[src/rtl/sw_alloc.sv]
// Switch allocator for one router output port.
// Arbitrates requesters, locks the output to a packet owner from head to tail,
// and tracks downstream per-VC credits.
// Build option: define SW_ALLOC_RR_EN for round-robin arbitration;
// otherwise fixed priority (lowest index wins) and no pointer register is built.
module sw_alloc #(
    parameter int unsigned N_IN     = 5,
    parameter int unsigned N_VC     = 4,
    parameter int unsigned VCW      = 2,
    parameter int unsigned CRED_MAX = 4,
    parameter int unsigned CW       = 3
) (
    input  logic                  clk,
    input  logic                  reset,
    input  logic [N_IN-1:0]       req,
    input  logic [N_IN*VCW-1:0]   req_vc,
    input  logic [N_IN-1:0]       tail,
    input  logic [N_VC-1:0]       credit_in,
    output logic [N_IN-1:0]       grant,
    output logic                  send,
    output logic [VCW-1:0]        out_vc,
    output logic                  busy,
    output logic [N_VC*CW-1:0]    credit_cnt,
    output logic                  cred_err
);

    localparam int unsigned IW = (N_IN > 1) ? $clog2(N_IN) : 1;

    typedef enum logic {IDLE = 1'b0, LOCKED = 1'b1} state_t;

    state_t          state_q, state_d;
    logic [IW-1:0]   owner_q, owner_d;
    logic [VCW-1:0]  lock_vc_q, lock_vc_d;
    logic [CW-1:0]   cred_q [N_VC];
    logic [CW-1:0]   cred_d [N_VC];
    logic            cred_err_q, cred_err_d;

    logic [N_VC-1:0] cred_nz;
    logic [N_IN-1:0] elig;
    logic            win_vld;
    logic [IW-1:0]   win_idx;
`ifdef SW_ALLOC_RR_EN
    logic [IW-1:0]   ptr_q, ptr_d;
`endif

    // Per-VC credit availability and per-requester eligibility for a head grant
    always_comb begin
        cred_nz = '0;
        elig    = '0;
        for (int v = 0; v < N_VC; v++) begin
            cred_nz[v] = (cred_q[v] != '0);
        end
        for (int i = 0; i < N_IN; i++) begin
            for (int v = 0; v < N_VC; v++) begin
                if (req[i] && cred_nz[v] && (req_vc[i*VCW +: VCW] == VCW'(v))) begin
                    elig[i] = 1'b1;
                end
            end
        end
    end

`ifdef SW_ALLOC_RR_EN
    // Round-robin pick: first eligible requester at or after ptr, with wrap
    always_comb begin
        int idx;
        win_vld = 1'b0;
        win_idx = '0;
        idx     = 0;
        for (int k = 0; k < N_IN; k++) begin
            idx = int'(ptr_q) + k;
            if (idx >= int'(N_IN)) begin
                idx = idx - int'(N_IN);
            end
            if (!win_vld && elig[idx]) begin
                win_vld = 1'b1;
                win_idx = IW'(idx);
            end
        end
    end
`else
    // Fixed-priority pick: lowest eligible index wins
    always_comb begin
        win_vld = 1'b0;
        win_idx = '0;
        for (int i = 0; i < N_IN; i++) begin
            if (!win_vld && elig[i]) begin
                win_vld = 1'b1;
                win_idx = IW'(i);
            end
        end
    end
`endif

    // Grant generation and lock next-state; everything is held quiet during reset
    always_comb begin
        logic lock_ok;
        grant     = '0;
        send      = 1'b0;
        out_vc    = '0;
        state_d   = state_q;
        owner_d   = owner_q;
        lock_vc_d = lock_vc_q;
        lock_ok   = 1'b0;
`ifdef SW_ALLOC_RR_EN
        ptr_d     = ptr_q;
`endif
        for (int v = 0; v < N_VC; v++) begin
            if (cred_nz[v] && (lock_vc_q == VCW'(v))) begin
                lock_ok = 1'b1;
            end
        end
        if (reset) begin
            case (state_q)
                IDLE: begin
                    if (win_vld) begin
                        grant  = N_IN'(1) << win_idx;
                        send   = 1'b1;
                        out_vc = req_vc[int'(win_idx)*VCW +: VCW];
`ifdef SW_ALLOC_RR_EN
                        ptr_d  = (win_idx == IW'(N_IN - 1)) ? '0 : win_idx + IW'(1);
`endif
                        if (!(|(tail & (N_IN'(1) << win_idx)))) begin
                            state_d   = LOCKED;
                            owner_d   = win_idx;
                            lock_vc_d = req_vc[int'(win_idx)*VCW +: VCW];
                        end
                    end
                end
                LOCKED: begin
                    if ((|(req & (N_IN'(1) << owner_q))) && lock_ok) begin
                        grant  = N_IN'(1) << owner_q;
                        send   = 1'b1;
                        out_vc = lock_vc_q;
                        if (|(tail & (N_IN'(1) << owner_q))) begin
                            state_d = IDLE;
                        end
                    end
                end
                default: state_d = IDLE;
            endcase
        end
    end

    // Credit counters: send consumes, credit_in returns, overflow is flagged and saturated
    always_comb begin
        logic dec;
        logic inc;
        cred_err_d = cred_err_q;
        dec        = 1'b0;
        inc        = 1'b0;
        for (int v = 0; v < N_VC; v++) begin
            cred_d[v] = cred_q[v];
            dec = send && (out_vc == VCW'(v));
            inc = credit_in[v];
            if (inc && !dec) begin
                if (cred_q[v] == CW'(CRED_MAX)) begin
                    cred_err_d = 1'b1;
                end else begin
                    cred_d[v] = cred_q[v] + CW'(1);
                end
            end else if (dec && !inc) begin
                cred_d[v] = cred_q[v] - CW'(1);
            end
        end
    end

    // State registers with synchronous active-low reset
    always_ff @(posedge clk) begin
        if (!reset) begin
            state_q    <= IDLE;
            owner_q    <= '0;
            lock_vc_q  <= '0;
            cred_err_q <= 1'b0;
            for (int v = 0; v < N_VC; v++) begin
                cred_q[v] <= CW'(CRED_MAX);
            end
`ifdef SW_ALLOC_RR_EN
            ptr_q      <= '0;
`endif
        end else begin
            state_q    <= state_d;
            owner_q    <= owner_d;
            lock_vc_q  <= lock_vc_d;
            cred_err_q <= cred_err_d;
            for (int v = 0; v < N_VC; v++) begin
                cred_q[v] <= cred_d[v];
            end
`ifdef SW_ALLOC_RR_EN
            ptr_q      <= ptr_d;
`endif
        end
    end

    // Status outputs
    always_comb begin
        busy     = reset && (state_q == LOCKED);
        cred_err = cred_err_q;
        credit_cnt = '0;
        for (int v = 0; v < N_VC; v++) begin
            credit_cnt[v*CW +: CW] = cred_q[v];
        end
    end

endmodule
[config.mk]
export PLATFORM = sky130hd
export DESIGN_NAME = sw_alloc
export DESIGN_NICKNAME = d
export VERILOG_FILES = /design/src/rtl/sw_alloc.sv
export SDC_FILE = /design/constraint.sdc
export NUM_CORES = 1
export LEC_CHECK = 0
export CAP_MARGIN = 20
export CORE_UTILIZATION = 55
export CTS_CLUSTER_DIAMETER = 100
export CTS_CLUSTER_SIZE = 28
export DETAILED_ROUTE_END_ITERATION = 16
export GPL_TIMING_DRIVEN = 0
export HOLD_SLACK_MARGIN = 0.03
export PLACE_DENSITY_LB_ADDON = 0.25
export RECOVER_POWER = 25
export SYNTH_ARGS = -nofsm -noshare
export SYNTH_HDL_FRONTEND = slang
export SYNTH_SLANG_ARGS = --single-unit
[constraint.sdc]
create_clock -name clk -period 6.7 [get_ports clk]
set_clock_uncertainty 0.1 [all_clocks]
set_input_delay 1.005 -clock clk [delete_from_list [all_inputs] [get_ports clk]]
set_output_delay 1.005 -clock clk [all_outputs]
set_load 0.02 [all_outputs]
# Word-level counts from Yosys, hierarchy flattened
# Memory sizes are Yosys's and may differ from the RTL's.
# Cells that the tools add are included.
dict set report totals {
  register_bits 7
  ram_bits 12
  in_bits 26
  word_cells 215
  n_memories 1
}
dict set report op_classes {
  add_sub_neg 8
  n_eq_ne 25
  shift 3
  mux 76
  n_bitwise 9
  n_reduce_logical 89
}
# name words width rd rd_ports_with_merged_regs wr line
set mem_list {}
lappend mem_list {cred_q 4 3 4 0 4 34} ;# logic [CW-1:0] cred_q [N_VC];
# operator count
set ops {}
lappend ops {{1-bit logical AND} 62}
lappend ops {{3-bit 2-to-1 mux} 19}
lappend ops {{1-bit 2-to-1 mux} 47}
lappend ops {{2-bit == test, second input constant} 14}
lappend ops {{5-bit AND} 3}
lappend ops {{5-bit 2-to-1 mux} 3}
lappend ops {{5-bit OR reduction} 3}
lappend ops {{2-bit by 1-bit == test with 1-bit output, second input constant} 7}
lappend ops {{2-bit zero test} 7}
lappend ops {{3-bit by 1-bit adder with 3-bit output, second input constant} 4}
lappend ops {{3-bit == test, second input constant} 4}
lappend ops {{1-bit zero test} 12}
lappend ops {{3-bit nonzero test} 4}
lappend ops {{3-bit by 1-bit subtractor with 3-bit output, second input constant} 4}
lappend ops {{5-bit case mux with 2 select lines} 1}
lappend ops {{10-bit by 5-bit variable part select with 2-bit output} 1}
lappend ops {{1-bit by 3-bit left shift with 5-bit output, first input constant} 2}
lappend ops {{2-bit 2-to-1 mux} 3}
lappend ops {{1-bit bitwise OR} 4}
lappend ops {{1-bit case mux with 2 select lines} 2}
lappend ops {{2-bit case mux with 2 select lines} 1}
lappend ops {{3-bit AND reduction} 1}
lappend ops {{1-bit inverter} 2}

# Longest topological paths before layout
# An unclocked memory read counts as a cell.
dict set report logic_depth {
  word_depth 36
  ltp_mapped 15
}

# Worst setup path after synthesis
# No wires, ideal clock.
dict set report synth_timing {
  path_type {input-to-reg}
  from {in req_vc[2]}
  to {mem cred_q[3][2]}
  t_arrival_ns 3.744
  path_slack_ns 2.733
  stages 12
  path_cell_list {nor4_1 -> o22ai_1 -> o21ai_0 -> nand4_2 -> o311ai_4 -> inv_2 -> a41oi_4 -> nand2_1 -> fa_1 -> and3_1 -> mux2i_1 -> mux2_1}
}
# item line
set synth_rtl {}
lappend synth_rtl {{from (decl)} 16} ;# input logic [N_IN*VCW-1:0] req_vc,
lappend synth_rtl {{to (decl)} 34}

# Worst setup path after layout
dict set report layout_timing {
  from {in req_vc[6]}
  to {out out_vc[0]}
}
dict set report layout_via {
  elab_chain_len 15
  word_cells_on_any_way 23
  classes_between {3 x eq/ne; 1 x shift; 11 x mux; 8 x reduce/logical}
}
# item line
set layout_lines {}
lappend layout_lines {{2-bit zero test} 55} ;# if (req[i] && cred_nz[v] && (req_vc[i*VCW +: VCW] == VCW'(v))) begin
lappend layout_lines {{1-bit logical AND} 55}
lappend layout_lines {{1-bit 2-to-1 mux (4 in a row)} 55}
lappend layout_lines {{1-bit logical AND} 86} ;# if (!win_vld && elig[i]) begin
lappend layout_lines {{1-bit 2-to-1 mux} 86}
lappend layout_lines {{1-bit zero test} 86}
lappend layout_lines {{1-bit logical AND} 86}
lappend layout_lines {{3-bit 2-to-1 mux} 86}
lappend layout_lines {{10-bit by 5-bit variable part select with 2-bit output} 118} ;# out_vc = req_vc[int'(win_idx)*VCW +: VCW];
lappend layout_lines {{2-bit 2-to-1 mux (*)} 115} ;# if (win_vld) begin
lappend layout_lines {{2-bit case mux with 2 select lines (*)} 113} ;# case (state_q)
lappend layout_lines {{2-bit 2-to-1 mux (*)} 112} ;# if (reset) begin
lappend layout_lines {{to (decl)} 21} ;# output logic [VCW-1:0] out_vc,
# Every way passes the cells marked *; elsewhere a longest branch is shown, timed or not.

==> results.ini <==
[status]
outcome=finished, final reports clean

[logic_synthesis]
ff_latch_count_synth=19
area_contributors_post_synth=dfxtp_1 19%, nand2_1 8.3%, mux2i_1 4.9%
ys_async_sr_fraction_pct=0
post_syn_area_um2=2041
ys.warnings.count=0
synth_largest_type_area_fraction_pct=18.64
post_synth_num_cell_types=65
dominant_cell_by_count_in_the_synthesized_netlist=nand2_1
synth_seq_area_share_pct=18.64
synth_largest_area_cell=dfxtp_1
mappedNetlistNets=303
ys_dominant_reg_cell=dfxtp_1
synthesized_area_per_cell_um2=7.475
cells_after_synth=273
post_synth_most_frequent_cells=45 x nand2_1, 26 x nor2_1, 19 x a21oi_1, 19 x dfxtp_1, 12 x nand2b_1
synth-edff-count=0

[cts]
cts_buffers=3
cts_clock_pin_slew_for_the_worst_setup_and_hold_paths_ps=70
cts_htree_levels=1
ctsResizeCount=0
clkSinkCount=19
cts-root-to-sink-buffers=2
clock_insertion_delay_at_the_later_pin_of_the_skew_report_ps=260
cts_tree=built
cts.root.buffer_cell=clkbuf_8
cts_post_setup_buffers_inserted=0
cts.hold.buffers_added=0

[sta]
min_period_over_period_pct=81.51
maxSlewHeadroom_pct=54.14
grt_setup_unrepaired=no
setup_viol_count_final=0
worst_pin_slew_ps=680.8
tns_ps=0
count_of_final_hold_check_violations=0
maxSlewViolCount=0
fmaxAchievable_mhz=183.1
period_minus_slack_ps=5461

[pwr]
pwr-share-seq_pct=30.0
switching_power_w=0.0002751
p_int_w=0.0003270
power_density_nw_per_um2=230.3
reported_leakage_power_nw=0.9833
vdd_drop_max_uv=167.2
clockPowerShare_pct=13.7
sw_frac_of_total_pct=45.69
finalPower_w=0.0006020
comb_power_share_pct=56.4

[critical_path]
start_kind=primary input
timing_worst_setup_path_type=primary input to output pin
minimum_setup_slack_among_reg_to_reg_paths_ps=2580
timing.critical_path.required_ps=5590
crit-reg2reg-launch=cred_q[0][0]
end_kind=output pin
critPathArrivalTime_ps=4360
critPathMaxFanout=10
r2r_end=cred_q[1][2]
reg2reg_depth=11

[grt]
grt_first_pass_wirelength_mm=9.577
globalRouteTotalUtil_pct=29.72
globalRoute.totalOverflow=0
grt_max_degree=11
grt_antenna_before_repair=0
via_count_of_the_first_global_routing_pass=2077

[place]
gp_congestion=0.9455
buffers_on_ports=47
post_place_instance_area_um2=2569
dp_hpwl_mm=4.350

[die]
core_region_area_um2=3442
initial_core_util_pct=59.29
top_level_ports=48
dieWidth_um=62.91
die_h_um=62.91
die_area_um2=3958
num_rows=21

[route]
detail_route.drc_violations=0
totalWireLength_mm=5.673
detailroute.via_count=2370
drt_pass1_iterations=6
drt_iter0_markers=236
route.detailed.wl_per_inst_um=15.33
post_drt_via_cell_ratio=6.405
postRouteAntennaNets=0

[cells_and_area]
layout.filler_cells=273
areaGrowthSynthToFinish_pct=28.08
fin_area_um2=2614
antenna_cells_inserted=0
nNetsFinal=355
final_layout_size_suffix_gt1_share_pct=7.407

[min_path]
hold_path.class=flop to flop
hold_path_depth=2
startpoint_of_the_tightest_hold_check_path=cred_q[3][2]
destination_of_the_worst_hold_path=cred_q[3][2]

[flow_run]
max_capacitance_violation_count=0

-- metal layers --
metal	vias to the layer above	GRT usage [%]	share of wire, %
met5	-	0	0
met4	0	8.140	2.2
met3	25	5.474	7.4
met2	122	49.06	47
met1	1087	39.11	43
li1	1136	-	-
-- worst max-delay path by stage --
stage | end | startpoint | slack, ps
final | out_vc[0] | req_vc[6] | 1240
after global routing | out_vc[0] | req_vc[6] | 1050
after CTS | out_vc[0] | req_vc[6] | 1310
after detailed placement | out_vc[0] | req_vc[6] | 1320
after global placement | out_vc[0] | req_vc[6] | 1390
after floorplan | cred_q[3][2] | req_vc[2] | 2730
-- worst max-delay path, stage by stage --
cell and delay (ps):
clkdlybuf4s50_1 620, nor4b_2 320, o22ai_1 150, a221oi_2 440, nand4_2 250, nor2_2 320, a22o_1 220, buf_6 150
nand2_1 60, a21oi_1 190, clkdlybuf4s50_1 620
-- flip-flops by register name, indices dropped and copies added, names as in the netlist --
| register | cells |
|---|---|
| state_q | 1 |
| owner_q | 3 |
| lock_vc_q | 2 |
| cred_err | 1 |
| cred_q | 12 |
-- power by group through the flow --
| stage | Clock (W) | Sequential [W] | Combinational (W) |
|---|---|---|---|
| finish | 0.0000823 | 0.000180 | 0.000339 |
| detailed placement | 0 | 0.000182 | 0.000337 |
| global placement | 0 | 0.000182 | 0.000328 |
| floorplan | 0 | 0.000194 | 0.000207 |
| global route | 0.0000858 | 0.000185 | 0.000371 |
| CTS | 0.0000816 | 0.000181 | 0.000339 |
-- layout make-up --
| type | count | area, um^2 | area share [%] |
|---|---|---|---|
| Buffer | 11 | 60.06 | 2.298 |
| Tap cell | 46 | 57.56 | 2.202 |
| Multi-Input combinational cell | 232 | 1559 | 59.65 |
| Timing Repair Buffer | 47 | 470.5 | 18.00 |
| Inverter | 11 | 41.29 | 1.580 |
| Clock buffer | 4 | 45.04 | 1.723 |
| Sequential cell | 19 | 380.4 | 14.55 |
-- layout by cell type, fill, tap and decap left out, types with 2 or more instances in the layout --
cell,netlist,layout
o22ai_1,5,5
nor3_2,2,2
clkbuf_1,8,9
a22oi_1,2,2
dlygate4sd3_1,0,10
a21o_1,4,4
a2111oi_0,2,2
a211oi_1,3,3
nand3_1,6,6
o2111ai_1,3,3
o211ai_1,3,3
nor2_1,26,26
and3_1,3,3
or3_1,5,5
nand4_1,2,2
dfxtp_1,19,19
a31oi_1,4,4
mux2i_1,10,10
nand2b_1,12,12
nand3b_1,4,4
a41oi_1,2,2
nand2_1,45,45
nor3_1,10,10
clkdlybuf4s50_1,0,37
nor4_1,3,3
clkbuf_8,0,3
o31ai_1,3,3
a21oi_1,19,19
inv_1,10,10
mux2_1,3,3
o31a_1,2,2
o21ai_0,11,11
mux2_2,2,2
or4_1,2,2
buf_6,2,2
fa_1,4,4
-- kinds of logic after synthesis --
family	share of synthesized area [%]
simple gates	31.94
compound gates	29.92
mux	10.61
fa+ha+maj	3.924
flops	18.64
buf+inv	4.966
-- per-stage QoR --
step	std cells	util (%)	hold WS, ps	worst slack, ps
after global placement	366	74.63	467.5	1393
after CTS	370	75.94	495.5	1309
after detailed placement	366	74.63	471.9	1321
final	370	75.94	491.1	1239
after global routing	370	75.94	535.0	1045
after floorplan	273	-	431.4	2733
No activity file was read; power rests on OpenSTA's default activity.
